`src/rtl/fetch_pkg.sv`:
```
// Shared types for the instruction fetch unit: FSM states, the buffered fetch entry and widths.
package fetch_pkg;

    localparam int INST_W = 32;

    typedef enum logic {
        RUN  = 1'b0,
        HALT = 1'b1
    } fetch_state_e;

    typedef struct packed {
        logic [INST_W-1:0] pc;
        logic [INST_W-1:0] pc4;
        logic [INST_W-1:0] inst;
    } fetch_entry_t;

    localparam int ENTRY_W = $bits(fetch_entry_t);

endpackage

```
`src/rtl/fetch_buf.sv`:
```
// Fetch buffer: power-of-two FIFO with flush; head is read combinationally so a word
// written into an empty buffer is visible on rd_data the following cycle.
module fetch_buf #(
    parameter int DEPTH = 2,
    parameter int WIDTH = 96
) (
    input  logic                     clk,
    input  logic                     rst_n,
    input  logic                     push,
    input  logic                     pop,
    input  logic                     flush,
    input  logic [WIDTH-1:0]         wr_data,
    output logic [WIDTH-1:0]         rd_data,
    output logic [$clog2(DEPTH):0]   count
);

    localparam int PTR_W = $clog2(DEPTH);
    localparam int CNT_W = PTR_W + 1;

    logic [WIDTH-1:0] mem_q [DEPTH];
    logic [PTR_W-1:0] wr_ptr_q, wr_ptr_d;
    logic [PTR_W-1:0] rd_ptr_q, rd_ptr_d;
    logic [CNT_W-1:0] count_q, count_d;

    always_comb begin
        wr_ptr_d = wr_ptr_q;
        rd_ptr_d = rd_ptr_q;
        count_d  = count_q;
        if (flush) begin
            wr_ptr_d = '0;
            rd_ptr_d = '0;
            count_d  = '0;
        end else begin
            // Pointers are PTR_W bits wide, so increments wrap modulo DEPTH.
            if (push) wr_ptr_d = wr_ptr_q + PTR_W'(1);
            if (pop)  rd_ptr_d = rd_ptr_q + PTR_W'(1);
            case ({push, pop})
                2'b10:   count_d = count_q + CNT_W'(1);
                2'b01:   count_d = count_q - CNT_W'(1);
                default: count_d = count_q;
            endcase
        end
    end

    always_ff @(posedge clk or negedge rst_n) begin
        if (!rst_n) begin
            wr_ptr_q <= '0;
            rd_ptr_q <= '0;
            count_q  <= '0;
        end else begin
            wr_ptr_q <= wr_ptr_d;
            rd_ptr_q <= rd_ptr_d;
            count_q  <= count_d;
        end
    end

    always_ff @(posedge clk) begin
        if (push && !flush) mem_q[wr_ptr_q] <= wr_data;
    end

    assign rd_data = mem_q[rd_ptr_q];
    assign count   = count_q;

endmodule

```
`src/rtl/fetch_unit.sv`:
```
// Instruction fetch unit: PC register, RUN/HALT control and a decoupling fetch buffer.
// Define FETCH_MISALIGN_TRAP_EN to trap misaligned redirects (HALT + IFout_Misalign).
module fetch_unit
    import fetch_pkg::*;
#(
    parameter int          ADDR_W   = 5,
    parameter int          DEPTH    = 2,
    parameter logic [31:0] RESET_PC = 32'h0
) (
    input  logic              Clk,
    input  logic              Clrn,
    input  logic              MEM_PCSrc,
    input  logic [31:0]       MEM_Btarg_or_Jtarg,
    output logic [ADDR_W-1:0] IMem_Addr,
    input  logic [31:0]       IMem_Data,
    input  logic              ID_Ready,
    output logic              IFout_Valid,
    output logic [31:0]       IFout_PC,
    output logic [31:0]       IFout_PC4,
    output logic [31:0]       IFout_Inst,
    output logic              IFout_Misalign
);

    localparam int CNT_W = $clog2(DEPTH) + 1;

    logic [31:0]    pc_q, pc_d;
    logic [31:0]    pc_plus4;
    fetch_state_e   state_q, state_d;
    logic           push, pop;
    logic [CNT_W-1:0] count;
    fetch_entry_t   wr_entry, head;

    assign pc_plus4  = pc_q + 32'd4;
    assign IMem_Addr = pc_q[ADDR_W+1:2];

    // A redirect kills both sides of the buffer in the same cycle it flushes.
    assign pop  = IFout_Valid && ID_Ready && !MEM_PCSrc;
    assign push = !MEM_PCSrc && (state_q == RUN) && ((count < CNT_W'(DEPTH)) || pop);

    assign wr_entry.pc   = pc_q;
    assign wr_entry.pc4  = pc_plus4;
    assign wr_entry.inst = IMem_Data;

`ifdef FETCH_MISALIGN_TRAP_EN
    logic misalign_q, misalign_d;

    always_comb begin
        pc_d       = pc_q;
        state_d    = state_q;
        misalign_d = misalign_q;
        if (MEM_PCSrc) begin
            pc_d = MEM_Btarg_or_Jtarg;
            if (MEM_Btarg_or_Jtarg[1:0] != 2'b00) begin
                state_d    = HALT;
                misalign_d = 1'b1;
            end else begin
                state_d    = RUN;
                misalign_d = 1'b0;
            end
        end else if (push) begin
            pc_d = pc_plus4;
        end
    end

    always_ff @(posedge Clk or negedge Clrn) begin
        if (!Clrn) begin
            pc_q       <= RESET_PC;
            state_q    <= RUN;
            misalign_q <= 1'b0;
        end else begin
            pc_q       <= pc_d;
            state_q    <= state_d;
            misalign_q <= misalign_d;
        end
    end

    assign IFout_Misalign = misalign_q;
`else
    logic [1:0] unused_tgt_lo;
    assign unused_tgt_lo = MEM_Btarg_or_Jtarg[1:0];

    // Misaligned targets are silently word-aligned; the FSM never leaves RUN.
    always_comb begin
        pc_d    = pc_q;
        state_d = state_q;
        if (MEM_PCSrc) begin
            pc_d = {MEM_Btarg_or_Jtarg[31:2], 2'b00};
        end else if (push) begin
            pc_d = pc_plus4;
        end
    end

    always_ff @(posedge Clk or negedge Clrn) begin
        if (!Clrn) begin
            pc_q    <= RESET_PC;
            state_q <= RUN;
        end else begin
            pc_q    <= pc_d;
            state_q <= state_d;
        end
    end

    assign IFout_Misalign = 1'b0;
`endif

    fetch_buf #(
        .DEPTH (DEPTH),
        .WIDTH (ENTRY_W)
    ) u_buf (
        .clk     (Clk),
        .rst_n   (Clrn),
        .push    (push),
        .pop     (pop),
        .flush   (MEM_PCSrc),
        .wr_data (wr_entry),
        .rd_data (head),
        .count   (count)
    );

    assign IFout_Valid = (count != '0);
    assign IFout_PC    = IFout_Valid ? head.pc   : 32'h0;
    assign IFout_PC4   = IFout_Valid ? head.pc4  : 32'h0;
    assign IFout_Inst  = IFout_Valid ? head.inst : 32'h0;

endmodule

```
`config.mk`:
```
export PLATFORM = sky130hd
export DESIGN_NAME = fetch_unit
export DESIGN_NICKNAME = d
export VERILOG_FILES = /design/src/rtl/fetch_pkg.sv /design/src/rtl/fetch_buf.sv /design/src/rtl/fetch_unit.sv
export SDC_FILE = /design/constraint.sdc
export NUM_CORES = 1
export LEC_CHECK = 0
export CORE_ASPECT_RATIO = 0.8
export CORE_UTILIZATION = 45
export CTS_CLUSTER_DIAMETER = 40
export CTS_CLUSTER_SIZE = 30
export DETAILED_ROUTE_END_ITERATION = 8
export PLACE_DENSITY = 0.84
export SLEW_MARGIN = 20
export SYNTH_ARGS = -nofsm -noshare
export SYNTH_HDL_FRONTEND = slang
export SYNTH_SLANG_ARGS = --single-unit
export TNS_END_PERCENT = 50
```
`constraint.sdc`:
```
create_clock -name Clk -period 7.4 [get_ports Clk]
set_clock_uncertainty 0.05 [all_clocks]
set_input_delay 1.48 -clock Clk [delete_from_list [all_inputs] [get_ports Clk]]
set_output_delay 1.48 -clock Clk [all_outputs]
set_load 0.02 [all_outputs]
```
==> metrics.md, run 1 <==
| Metric | Value |
|---|---|
| Outcome | finished clean |
| Hold Crit Start | pc_q[31] |
| Detail Placement HPWL | 12200 um |
| DR WL/cell | 17.3 um |
| Nets@finish | 902 |
| Worst hold path class | reg -> reg |
| Startpoint types | flip-flop |
| Clk slew on worst S/H paths | 0.06 ns |
| Worst setup margin | 2.55 ns |
| Router iterations before antenna repair | 5 |
| Maxcap violations | 0 |
| Tcrit/Tclk final | 65.5% |
| Clock tree from TritonCTS | yes |
| Initial core utilization | 46.4% |
| Cell area after synthesis | 9290 um^2 |
| CP Capture Type | output port |
| Clk Latency, worst-skew pair | 0.53 ns |
| Design Power | 3.45 mW |
| Complex-gate fraction of the synthesized area | 1.82% |
| Via density | 5.16 |
| DRT iter0 DRCs | 501 |
| Pin count of the biggest net entering global routing | 67 |
| Slew at the pin with the worst max-slew slack | 1.04 ns |
| Worst r2r src | pc_q[5] |
| Number of flops mapped to enable cells by yosys | 184 |
| Req. time, crit path | 5.87 ns |
| Adder-Cell Fraction of Synth Area | 0.135% |
| H-tree levels | 1 |
| GRT Total Usage | 18.0% |
| CP Max Fanout | 57 |
| Die Y | 131 um |
| CTS Sinks | 218 |
| Core ar. | 20000 um^2 |
| Yosys cell types | 36 |
| Ys Warns | 0 |
| FF+latch count, synth | 218 |
| Simple-gate share of the synthesized area | 10.9% |
| Maximum operating frequency | 206 MHz |
| WP data arrival | 3.32 ns |
| # diodes | 0 |
| Max-slew headroom | 30.6% |
| Xor/xnor share of the synthesized area | 5.56% |
| Num CTS Buffers | 29 |
| Ys flop type | edfxtp_1 |
| Fin Setup TNS | 0 ns |
| RePlAce Congestion | 0.755 |
| FF-to-FF path depth | 5 |
| Seq/Total Area, Yosys | 68.6% |
| Remaining DRCs | 0 |
| Setup-failing EPs final | 0 |
| Root Driver | clkbuf_16 |
| Unrepaired setup endpoints after global routing | false |
| Post-Syn Instances | 676 |
| Avg Cell Area, Syn | 13.7 um^2 |
| Placement Cell Area | 11100 um^2 |
| Fin cells | 1120 |
| Post CTS Setup Buffer Count | 0 |
| First-pass GRT wire length | 29300 um |
| CTS resizes | 0 |
| Area of the multi-input gates | 2680 um^2 |
| Multiplexer share of the synthesized area | 10.0% |
| Slew Limit Fails | 0 |
| FF+latch area | 6380 um^2 |
| Initial antenna violation count | 1 |
| Pwr Density | 285 nW/um^2 |
| Crit path time final | 4.85 ns |
| DP Cell Count | 1066 |
| Cts hold-fix bufs | 0 |
| Commonest non-fill, non-tap cells in the layout | edfxtp_1, clkdlybuf4s50_1, nor2_1 |
| Row cnt | 46 |
| Clk buf depth | 3 |
| Area Growth Syn to Fin | 30.3% |
| Commonest non-fill, non-tap cell in the layout | edfxtp_1 |
| Largest family of logic cells by synthesized area | simple AND/OR/NAND/NOR gates |
| Maximum vdd drop | 0.216 mV |
| Final hold violation count | 0 |
| Grt total ovfl | 0 |
| Vias in the first global route | 5483 |
| Setup crit start | u_buf.rd_ptr_q |
| IO Pins | 171 |
| R2r endpoint | pc_q[27] |
| Setup CP Type | reg -> out |
| Crit path to | IFout_Inst[23] |
| Worst hold slack | 0.503 ns |
| Die Wd | 163 um |
| Routed wire length | 19400 um |
| Pre-CTS WS | 3.06 ns |
| Antenna Nets Post-Route | 0 |
| Static Leakage | 4.23 nW |
| Share of flip-flops with an asynchronous set or reset | 15.6% |
| Vias post-DR | 5776 |
| Port bufs | 163 |
| Finished Cell Area | 12100 um^2 |
| Core Util, Final | 60.5% |
| FF-to-FF setup slack | 5.00 ns |
| Layout cells sized above 1 | 8.88% |
| FILL cells | 1517 |
| Die area | 21200 um^2 |
-- Yosys cell counts (2+ instances only) --
library cell,number,share of area [%]
edfxtp_1,184,59
nor2_1,103,4.2
mux2i_1,93,10
nand2_1,51,2.1
dfrtp_1,34,9.2
xor2_1,31,2.9
o21ai_0,30,1.6
xnor2_1,28,2.6
nand3_1,21,1.1
clkbuf_1,20,0.81
nand4_1,17,1.1
buf_4,14,1.1
buf_2,10,0.54
inv_1,6,0.24
buf_1,4,0.16
nor4_1,4,0.27
and2_1,3,0.20
a21oi_1,2,0.11
and3_1,2,0.13
nor3_1,2,0.11
nor4_4,2,0.46
-- critical path, cell delays in order (launching register included) --
cell             delay (ns)
dfrtp_4                1.11
buf_4                  0.67
mux2i_1                0.19
nor2_1                 0.13
clkdlybuf4s50_1        0.62
-- routing by layer --
layer | track usage (%) | share of wire (%) | wire length, um | vias to the layer above
li1 | - | - | - | 2731
met1 | 24.1 | 44 | 8600 | 2789
met2 | 29.9 | 46 | 8980 | 222
met3 | 4.04 | 7.7 | 1490 | 32
met4 | 4.67 | 1.8 | 344 | 2
met5 | 0 | 0.057 | 11 | -
-- how the worst min path moves through the flow --
stage | to | slack [ns] | cells past startpoint
final | u_buf.mem_q[1][95] | 0.50 | 0
after global routing | u_buf.mem_q[1][95] | 0.52 | 0
after CTS | u_buf.mem_q[1][95] | 0.50 | 0
after detailed placement | u_buf.mem_q[1][95] | 0.48 | 0
after global placement | u_buf.mem_q[0][95] | 0.46 | 0
after floorplan | u_buf.mem_q[0][83] | 0.39 | 0
-- layout make-up --
cell class,instances,share of cell area (%)
Tap cell,264,2.73
Clock buffer,32,6.25
Inverter,6,0.186
Timing Repair Buffer,171,13.9
Sequential cell,218,52.7
Clock inverter,22,2.09
Multi-Input combinational cell,407,22.2
-- power by group --
part / switching, mW / leakage, nW / internal (mW)
Clock: 0.550 / 0.492 / 0.864
Combinational: 0.275 / 1.59 / 0.233
Sequential: 0.0758 / 2.15 / 1.45
Total: 0.901 / 4.23 / 2.55
-- state kept, by name, summed over array words and instances (netlist names) --
name	count
u_buf.mem_q	184
pc_q	30
u_buf.count	2
u_buf.rd_ptr_q	1
u_buf.wr_ptr_q	1
-- cells by family after synthesis --
kind of cell               after synthesis
xor gates and xnor gates                59
muxes                                   93
and+or+nand+nor                        216
AOI/OAI and AO/OA                       33
other                                    1
buffers and inverters                   55
adders and majority gates                1
DFF                                    218
(Power assumes the default switching activity.)
==> inputs of run 2 (changes only) <==
--- a/config.mk
+++ b/config.mk
@@ -10,7 +10,7 @@
 export CTS_CLUSTER_DIAMETER = 40
 export CTS_CLUSTER_SIZE = 30
 export DETAILED_ROUTE_END_ITERATION = 8
-export PLACE_DENSITY = 0.84
+export PLACE_DENSITY = 0.81
 export SLEW_MARGIN = 20
 export SYNTH_ARGS = -nofsm -noshare
 export SYNTH_HDL_FRONTEND = slang
==> constraint.sdc (replaced) <==
create_clock -name Clk -period 4.9 [get_ports Clk]
set_clock_uncertainty 0.05 [all_clocks]
set_input_delay 0.98 -clock Clk [delete_from_list [all_inputs] [get_ports Clk]]
set_output_delay 0.98 -clock Clk [all_outputs]
set_load 0.02 [all_outputs]
==> metrics.md, run 2 (synthesis gave the netlist of run 1 again) <==
| Metric | Value |
|---|---|
| Setup-failing EPs final | 0 (unchanged) |
| Antenna Nets Post-Route | 0 (unchanged) |
| Crit path time final | 3.81 ns |
| Pwr Density | 430 nW/um^2 (+51%) |
| Grt total ovfl | 0 (unchanged) |
| Maximum operating frequency | 262 MHz |
| Design Power | 5.21 mW (+51%) |
| GRT Total Usage | 18.4% (+0.36 points) |
| Slew Limit Fails | 0 (unchanged) |
| WP data arrival | 2.78 ns (-0.54 ns) |
| Startpoint types | flip-flop |
| Fin Setup TNS | 0 ns (unchanged) |
| Vias in the first global route | 5547 (+1.2%) |
| IO Pins | 171 (unchanged) |
| Net Sw Frac | 26.5% (+0.41 points) |
| Seq pwr share | 43.9% (-0.4 points) |
| Initial core utilization | 46.4% (unchanged) |
| Int Pwr | 3.83 mW (+50%) |
| Vias post-DR | 5678 (-1.7%) |
| Max FFs per register | 184 (unchanged) |
| Clock share of power | 41.1% (about the same) |
| Req. time, crit path | 3.87 ns (-2.00 ns) |
| Outcome | finished clean |
| Tcrit/Tclk final | 77.8% |
| CTS resizes | 0 (unchanged) |
| Port bufs | 163 (unchanged) |
| Remaining DRCs | 0 (unchanged) |
| Slew at the pin with the worst max-slew slack | 1.04 ns (-0.00521 ns) |
| CTS Sinks | 218 (unchanged) |
| Commonest non-fill, non-tap cells in the layout | edfxtp_1, clkdlybuf4s50_1, nor2_1 |
| Final hold violation count | 0 (unchanged) |
| Initial antenna violation count | 2 (+1) |
| DR WL/cell | 17.4 um (+0.11%) |
| Die Y | 131 um (unchanged) |
| Post CTS Setup Buffer Count | 0 (unchanged) |
| Cts hold-fix bufs | 0 (unchanged) |
| Routed wire length | 19400 um (about the same) |
| Via density | 5.07 (-1.6%) |
| Row cnt | 46 (unchanged) |
| Max-slew headroom | 30.9% (+0.35 points) |
| Clk slew on worst S/H paths | 0.07 ns (about the same) |
| Clk buf depth | 3 (unchanged) |
| Setup CP Type | reg -> out |
| Worst hold path class | reg -> reg |
| Maximum vdd drop | 0.307 mV (+42%) |
| CP Capture Type | output port |
| Router iterations before antenna repair | 5 (unchanged) |
| DRT iter0 DRCs | 406 (-19%) |
| FILL cells | 1586 (+4.5%) |
| Nets@finish | 901 (-0.11%) |
| Num CTS Buffers | 28 (-3.4%) |
| H-tree levels | 1 (unchanged) |
| Clk Latency, worst-skew pair | 0.53 ns (about the same) |
| Commonest non-fill, non-tap cell in the layout | edfxtp_1 |
| Clock tree from TritonCTS | yes |
| Root Driver | clkbuf_16 |
| Detail Placement HPWL | 11900 um (-2.1%) |
| Maxcap violations | 0 (unchanged) |
| Unrepaired setup endpoints after global routing | false |
| Core ar. | 20000 um^2 (unchanged) |
| CP Max Fanout | 68 (+19%) |
| First-pass GRT wire length | 30000 um (+2.4%) |
| RePlAce Congestion | 0.767 (+1.6%) |
| Die area | 21200 um^2 (unchanged) |
| Layout cells sized above 1 | 8.67% (-0.21 points) |
| Largest Register | u_buf.mem_q |
| Area Growth Syn to Fin | 30.5% |
| Combinational power share | 15.0% (+0.3 points) |
| Net Sw Power | 1.38 mW (+53%) |
| Die Wd | 163 um (unchanged) |
| Static Leakage | 4.24 nW (+0.15%) |
| Pin count of the biggest net entering global routing | 94 (+40%) |
run 2: cell count changes in the layout (fill, tap and decap cells not counted), sizes merged:
cell	change
clkinvlp	-1
clkbuf	-2
diode	+1
inv	+1
run 2: cell type report:
| cell class | count | area, um^2 | area share [%] |
|---|---|---|---|
| antenna | 1 | 2.50 | 0.0206 |
| clock buffer | 30 | 729 | 6.01 |
| clock inverter | 22 | 272 | 2.24 |
| inverter | 6 | 22.5 | 0.186 |
| multi-input combinational | 407 | 2690 | 22.2 |
| sequential | 218 | 6380 | 52.6 |
| tap | 264 | 330 | 2.72 |
| timing repair buffer | 171 | 1710 | 14.1 |
run 2: metal layers:
metal,GRT usage (%),routed length (um),vias to the layer above
met3,3.95,1450,29
li1,-,-,2744
met5,0,13,-
met4,5.00,337,2
met1,26.0,8890,2705
met2,28.9,8740,198
run 2: path summary, 6_finish.rpt:
| kind | end | depth (start not counted) | start | slack, ns |
|---|---|---|---|---|
| setup / recovery | IFout_PC4[29] | 4 | u_buf.rd_ptr_q | 1.09 |
| hold / removal | u_buf.mem_q[0][95] | 0 | pc_q[31] | 0.49 |
| setup reg to reg | u_buf.mem_q[0][54] | 5 | pc_q[2] | 2.39 |
| hold reg to reg | u_buf.mem_q[0][95] | 0 | pc_q[31] | 0.49 |
| max in group asynchronous | u_buf.rd_ptr_q | 1 | Clrn | 3.66 |
| min in group asynchronous | pc_q[24] | 1 | Clrn | 0.51 |
run 2: per-stage QoR:
stage          area (um^2)  setup slack (ns)  util, %  cells  hold slack (ns)
5_1_grt              12100             0.947     60.6   1118            0.501
6_report             12100              1.09     60.6   1119            0.494
4_1_cts              12100              1.06     60.6   1118            0.490
3_5_place_dp         11100              1.62     55.6   1066            0.480
3_3_place_gp         11100              1.62     55.6   1066            0.460
2_1_floorplan         9330            -0.622        -    680            0.387
run 2: power by group through the flow:
| stage | clock network (mW) | logic [mW] | registers (mW) |
|---|---|---|---|
| floorplan | 0 | 0.479 | 2.29 |
| global placement | 0 | 0.781 | 2.32 |
| detailed placement | 0 | 0.791 | 2.33 |
| CTS | 2.18 | 0.796 | 2.29 |
| global route | 2.27 | 0.844 | 2.31 |
| finish | 2.14 | 0.784 | 2.29 |
run 2: worst max-delay path, cell delays in order, from the launching register on:
cell,delay [ns]
dfrtp_4,0.74
buf_12,0.45
mux2i_1,0.15
nor2_1,0.19
clkdlybuf4s50_1,0.64
